### src/rtl/fifo_wr_ctrl.sv
// Async FIFO write-side controller: write pointer, Gray pointer,
// read-pointer synchroniser, full/almost-full/level flags, sticky overflow.
module fifo_wr_ctrl #(
    parameter int ADDR_WIDTH   = 3,
    parameter int AFULL_THRESH = 6,
    parameter int SYNC_STAGES  = 2
) (
    input  logic                  wclk,
    input  logic                  wrst_n,
    input  logic                  winc,
    input  logic                  clr_ovf,
    input  logic [ADDR_WIDTH:0]   gray_rd_ptr,
    output logic [ADDR_WIDTH-1:0] w_addr,
    output logic                  w_en,
    output logic [ADDR_WIDTH:0]   gray_wr_ptr,
    output logic                  wfull,
    output logic                  walmost_full,
    output logic [ADDR_WIDTH:0]   wlevel,
    output logic                  woverflow
);

    if (ADDR_WIDTH < 2) begin : g_bad_aw
        $error("fifo_wr_ctrl: ADDR_WIDTH must be >= 2");
    end
    if (AFULL_THRESH < 1 || AFULL_THRESH > (1 << ADDR_WIDTH)) begin : g_bad_af
        $error("fifo_wr_ctrl: AFULL_THRESH out of range");
    end
    if (SYNC_STAGES < 2) begin : g_bad_ss
        $error("fifo_wr_ctrl: SYNC_STAGES must be >= 2");
    end

    localparam logic [ADDR_WIDTH:0] AFULL = AFULL_THRESH[ADDR_WIDTH:0];

    function automatic logic [ADDR_WIDTH:0] bin2gray(input logic [ADDR_WIDTH:0] b);
        return b ^ (b >> 1);
    endfunction

    function automatic logic [ADDR_WIDTH:0] gray2bin(input logic [ADDR_WIDTH:0] g);
        logic [ADDR_WIDTH:0] b;
        b[ADDR_WIDTH] = g[ADDR_WIDTH];
        for (int i = ADDR_WIDTH - 1; i >= 0; i--) begin
            b[i] = b[i+1] ^ g[i];
        end
        return b;
    endfunction

    logic [ADDR_WIDTH:0] wr_ptr;
    logic [ADDR_WIDTH:0] wr_ptr_next;
    logic [ADDR_WIDTH:0] gray_next;
    logic [ADDR_WIDTH:0] rq;
    logic [ADDR_WIDTH:0] rq_full;
    logic [ADDR_WIDTH:0] level_next;
    logic [ADDR_WIDTH:0] sync_q [SYNC_STAGES];
    logic                ovf_evt;

    assign rq = sync_q[SYNC_STAGES-1];

    // Memory must not be written while reset is being applied.
    assign w_en        = winc & ~wfull & wrst_n;
    assign w_addr      = wr_ptr[ADDR_WIDTH-1:0];
    assign wr_ptr_next = wr_ptr + {{ADDR_WIDTH{1'b0}}, w_en};
    assign gray_next   = bin2gray(wr_ptr_next);
    assign rq_full     = {~rq[ADDR_WIDTH:ADDR_WIDTH-1], rq[ADDR_WIDTH-2:0]};
    assign level_next  = wr_ptr_next - gray2bin(rq);
    assign ovf_evt     = winc & wfull;

    always_ff @(posedge wclk) begin
        if (!wrst_n) begin
            for (int i = 0; i < SYNC_STAGES; i++) begin
                sync_q[i] <= '0;
            end
        end else begin
            sync_q[0] <= gray_rd_ptr;
            for (int i = 1; i < SYNC_STAGES; i++) begin
                sync_q[i] <= sync_q[i-1];
            end
        end
    end

    always_ff @(posedge wclk) begin
        if (!wrst_n) begin
            wr_ptr       <= '0;
            gray_wr_ptr  <= '0;
            wfull        <= 1'b0;
            walmost_full <= 1'b0;
            wlevel       <= '0;
            woverflow    <= 1'b0;
        end else begin
            wr_ptr       <= wr_ptr_next;
            gray_wr_ptr  <= gray_next;
            wfull        <= (gray_next == rq_full);
            walmost_full <= (level_next >= AFULL);
            wlevel       <= level_next;
            // Set has priority over clear so a coincident overflow is not lost.
            if (ovf_evt) begin
                woverflow <= 1'b1;
            end else if (clr_ovf) begin
                woverflow <= 1'b0;
            end
        end
    end

endmodule

### config.mk
export PLATFORM = sky130hd
export DESIGN_NAME = fifo_wr_ctrl
export DESIGN_NICKNAME = d
export VERILOG_FILES = /design/src/rtl/fifo_wr_ctrl.sv
export SDC_FILE = /design/constraint.sdc
export NUM_CORES = 1
export LEC_CHECK = 0
export CAP_MARGIN = 20
export CORE_MARGIN = 2
export CORE_UTILIZATION = 51
export DETAILED_ROUTE_END_ITERATION = 6
export DONT_BUFFER_PORTS = 1
export PLACE_DENSITY = 0.75
export SLEW_MARGIN = 5
export SYNTH_ARGS = -nofsm -noshare
export SYNTH_HDL_FRONTEND = slang
export SYNTH_SLANG_ARGS = --single-unit
### constraint.sdc
create_clock -name wclk -period 5.5 [get_ports wclk]
set_input_delay 0.55 -clock wclk [delete_from_list [all_inputs] [get_ports wclk]]
set_output_delay 0.55 -clock wclk [all_outputs]
set_load 0.02 [all_outputs]
==> results by group <==
Floorplan
  – Core area: 0.00169 mm2
  – Die Area: between 0.002 and 0.0025 mm2
  – Rows: 15
  – Starting Density: 0.529
  – Chip Height: 45.9 um
  – I/O Pins: 23
  – Die X: 45.9 um

Synth
  – Post-Synthesis Cells: 81
  – Synth Register Bits: 22
  – Synthesized area: 893 um2
  – Post-Syn Nets: 95
  – Seq/Total Area, Yosys: 0.493
  – Avg Synthesized Cell Area: 11.0 um2
  – Yosys warnings: 0
  – Synth cell types: 22

Pwr
  – Internal power: 0.000265 W
  – PwrDens: roughly 360 mW/mm2
  – Pleak: 0.419 nW
  – Worst VDD drop: 184 uV
  – Switching pwr: 0.0000798 W
  – Clock network power share: 0.348
  – Logic pwr share: 0.111
  – Reg power frac: 0.541
  – Net Sw Frac: 0.232

Setup path
  – Worst path most repeated cell: ha_1
  – CP Cell Sequence: and3b_1 -> ha_1 -> ha_1 -> inv_1 -> fa_1 -> xnor2_1 -> nor2b_1 -> o31a_1
  – R2r startpoint: wfull$_SDFF_PN0_
  – FF-to-FF End: walmost_full$_SDFF_PN0_
  – Worst Path Required: between 5 and 6 ns
  – Worst Path Buf+Inv: 1
  – Crit-path max cell delay: 0.48 ns
  – Worst Path Max Fanout: 4
  – CP arrival: 2.74 ns
  – CP Class: register to register
  – Slowest cell on crit path: dfxtp_1
  – Crit. End Element: register
  – Reg2reg setup slack: 2.96 ns
  – Delay-heaviest family, CP: adder cells
  – Startpoint types: register
  – Reg2Reg Depth: 8

Final layout
  – Layout cell share with drive strength beyond 1: 0.0843
  – Ant. Diodes: 0
  – Layout area overhead: 7.42%
  – Nets@finish: 98

Drt
  – DRC Markers: 0
  – Pre-antenna DRT Iters: 2
  – DR WL/cell: 11.9 um
  – Antenna-violating nets left: 0
  – WL final: 1.19 mm
  – Drt via density: 5.00
  – Via Count: 500
  – First DRT Iteration DRCs: 2

STA
  – Hold Fails Final Rpt: 0
  – Worst-Margin Slew: 0.327 ns
  – Final period utilization: 0.462
  – Min Tclk post-route: 2.54 ns
  – Max frequency: roughly 390 MHz
  – Final TNS setup: 0 ns
  – Pins Over Slew Limit: 0
  – RSZ-0062 raised after global routing: false
  – Final WS setup: 2.96 ns
  – Slew headroom: 0.781
  – Final clock skew: 0.0106 ns
  – Final setup fails: 0

CTS
  – H-tree lvl count: 1
  – Clock Tree Root: clkbuf_4
  – Hold Buf Count CTS: 0
  – TritonCTS clock tree: yes
  – Inserted Clock Buffers: 3
  – Clock Latency Late Sink: about 0.30 ns
  – Clk buf depth: 2
  – Setup bufs post-CTS: 0
  – Clock-pin slew of the registers on the worst-case setup and hold paths: between 0.1 and 0.15 ns
  – Post-cts resize count: 0
  – Clock sink total: 22

Run status
  – Status: completed

Global route
  – Initial antenna violation count: 0
  – First-pass GRT wire length: 1.77 mm
  – M3 GR Usage: 0.0397
  – Grt total ovfl: 0
  – Busiest grt layer: met2
  – Met2 usage: 0.186
  – Met1 GRT Util: 0.150
  – Overall Global Routing Usage: 0.125
  – Vias in the first global route: approximately 420
  – Largest net degree at the start of global routing: 24

Placed design
  – RePlAce Congestion: 0.719
  – PortBufs: 0
  – DP HPWL: between 800 and 900 um
  – Pre-CTS setup slack: 2.92 ns

Worst hold path
  – Hold Path Depth: 1
  – Hold endpoint: gray_wr_ptr[2]$_SDFF_PN0_
  – Hold_sp: wrst_n
  – Hold Path Class: primary input to register

Flow run
  – Total of max-cap violations: 0
## through the flow
step | utilization | total power (W) | hold slack [ns] | std cells | cell area [um2]
floorplan | - | 0.000223 | 0.412 | 81 | 893
global placement | 0.537 | 0.000228 | 0.415 | 96 | 907
detailed placement | 0.537 | 0.000229 | 0.420 | 96 | 907
CTS | 0.568 | 0.000350 | 0.344 | 100 | 960
global route | 0.568 | 0.000361 | 0.338 | 100 | 960
finish | 0.568 | 0.000344 | 0.356 | 100 | 960
## how the worst max path moves through the flow
stage	start	end	slack (ns)	cells after the start
2_1_floorplan	wrst_n	walmost_full$_SDFF_PN0_	3.00	8
3_3_place_gp	wrst_n	walmost_full$_SDFF_PN0_	2.94	8
3_5_place_dp	wrst_n	walmost_full$_SDFF_PN0_	2.92	8
4_1_cts	wfull$_SDFF_PN0_	walmost_full$_SDFF_PN0_	2.95	8
5_1_grt	wfull$_SDFF_PN0_	walmost_full$_SDFF_PN0_	2.83	8
6_report	wfull$_SDFF_PN0_	walmost_full$_SDFF_PN0_	2.96	8
## registers in the layout, summed over array words and instances (netlist names)
register      count
wr_ptr            3
woverflow         1
gray_wr_ptr       4
walmost_full      1
sync_q            8
wlevel            4
wfull             1
## routing by layer
metal  share of wire  up-vias
met5               0        -
met4           0.023        0
met3           0.033        4
met2            0.46       13
met1            0.48      223
li1                -      260
## cells in the mapped netlist, drive strengths merged
cell type / number / area [um2]
dfxtp: 22 / 440
and2: 16 / 103
xnor2: 8 / 70.1
ha: 5 / 62.6
xor2: 5 / 43.8
inv: 4 / 15.0
nor2b: 4 / 25.0
a21boi: 2 / 15.0
and3: 2 / 13.8
clkbuf: 2 / 7.51
nand2: 2 / 7.51
a21oi: 1 / 5.00
and3b: 1 / 8.76
fa: 1 / 20.0
nand2b: 1 / 6.26
nor4: 1 / 6.26
o21a: 1 / 7.51
o21ai: 1 / 5.00
o31a: 1 / 8.76
xnor3: 1 / 22.5
## placed cells by master (no fill, tap or decap), drive strengths merged
cell / synthesis / routed
a21boi: 2 / 2
fa: 1 / 1
nand2b: 1 / 1
ha: 5 / 5
and3b: 1 / 1
and2: 16 / 16
o31a: 1 / 1
xnor2: 8 / 8
inv: 4 / 4
bufinv: 0 / 1
o21ai: 1 / 1
xnor3: 1 / 1
nor2b: 4 / 4
a21oi: 1 / 1
and3: 2 / 2
xor2: 5 / 5
clkbuf: 2 / 3
nor4: 1 / 1
dfxtp: 22 / 22
nand2: 2 / 2
o21a: 1 / 1
## power groups by stage
stage | Sequential, W | Clock [W] | Combinational (W)
global placement | 0.000190 | 0 | 0.0000373
floorplan | 0.000189 | 0 | 0.0000335
CTS | 0.000187 | 0.000124 | 0.0000389
finish | 0.000186 | 0.000120 | 0.0000382
global route | 0.000188 | 0.000129 | 0.0000439
detailed placement | 0.000190 | 0 | 0.0000382
## cell type report
class,count,area (um2)
fillers,145,729
clock buffers,3,22.5
inverters,4,15.0
multi-input cells,53,430
clock inverters,1,30.0
flip-flops and latches,22,440
well taps,17,21.3
## cell families (layout without fill, tap and decap cells)
logic type | after synthesis | in the layout | share of synthesized area
compound gates | 6 | 6 | 0.0462
flops | 22 | 22 | 0.493
xor+xnor | 14 | 14 | 0.153
fa+ha+maj | 6 | 6 | 0.0924
buf+inv | 6 | 8 | 0.0252
simple gates | 27 | 27 | 0.190
Note: power is estimated with default switching activity, not from simulation.
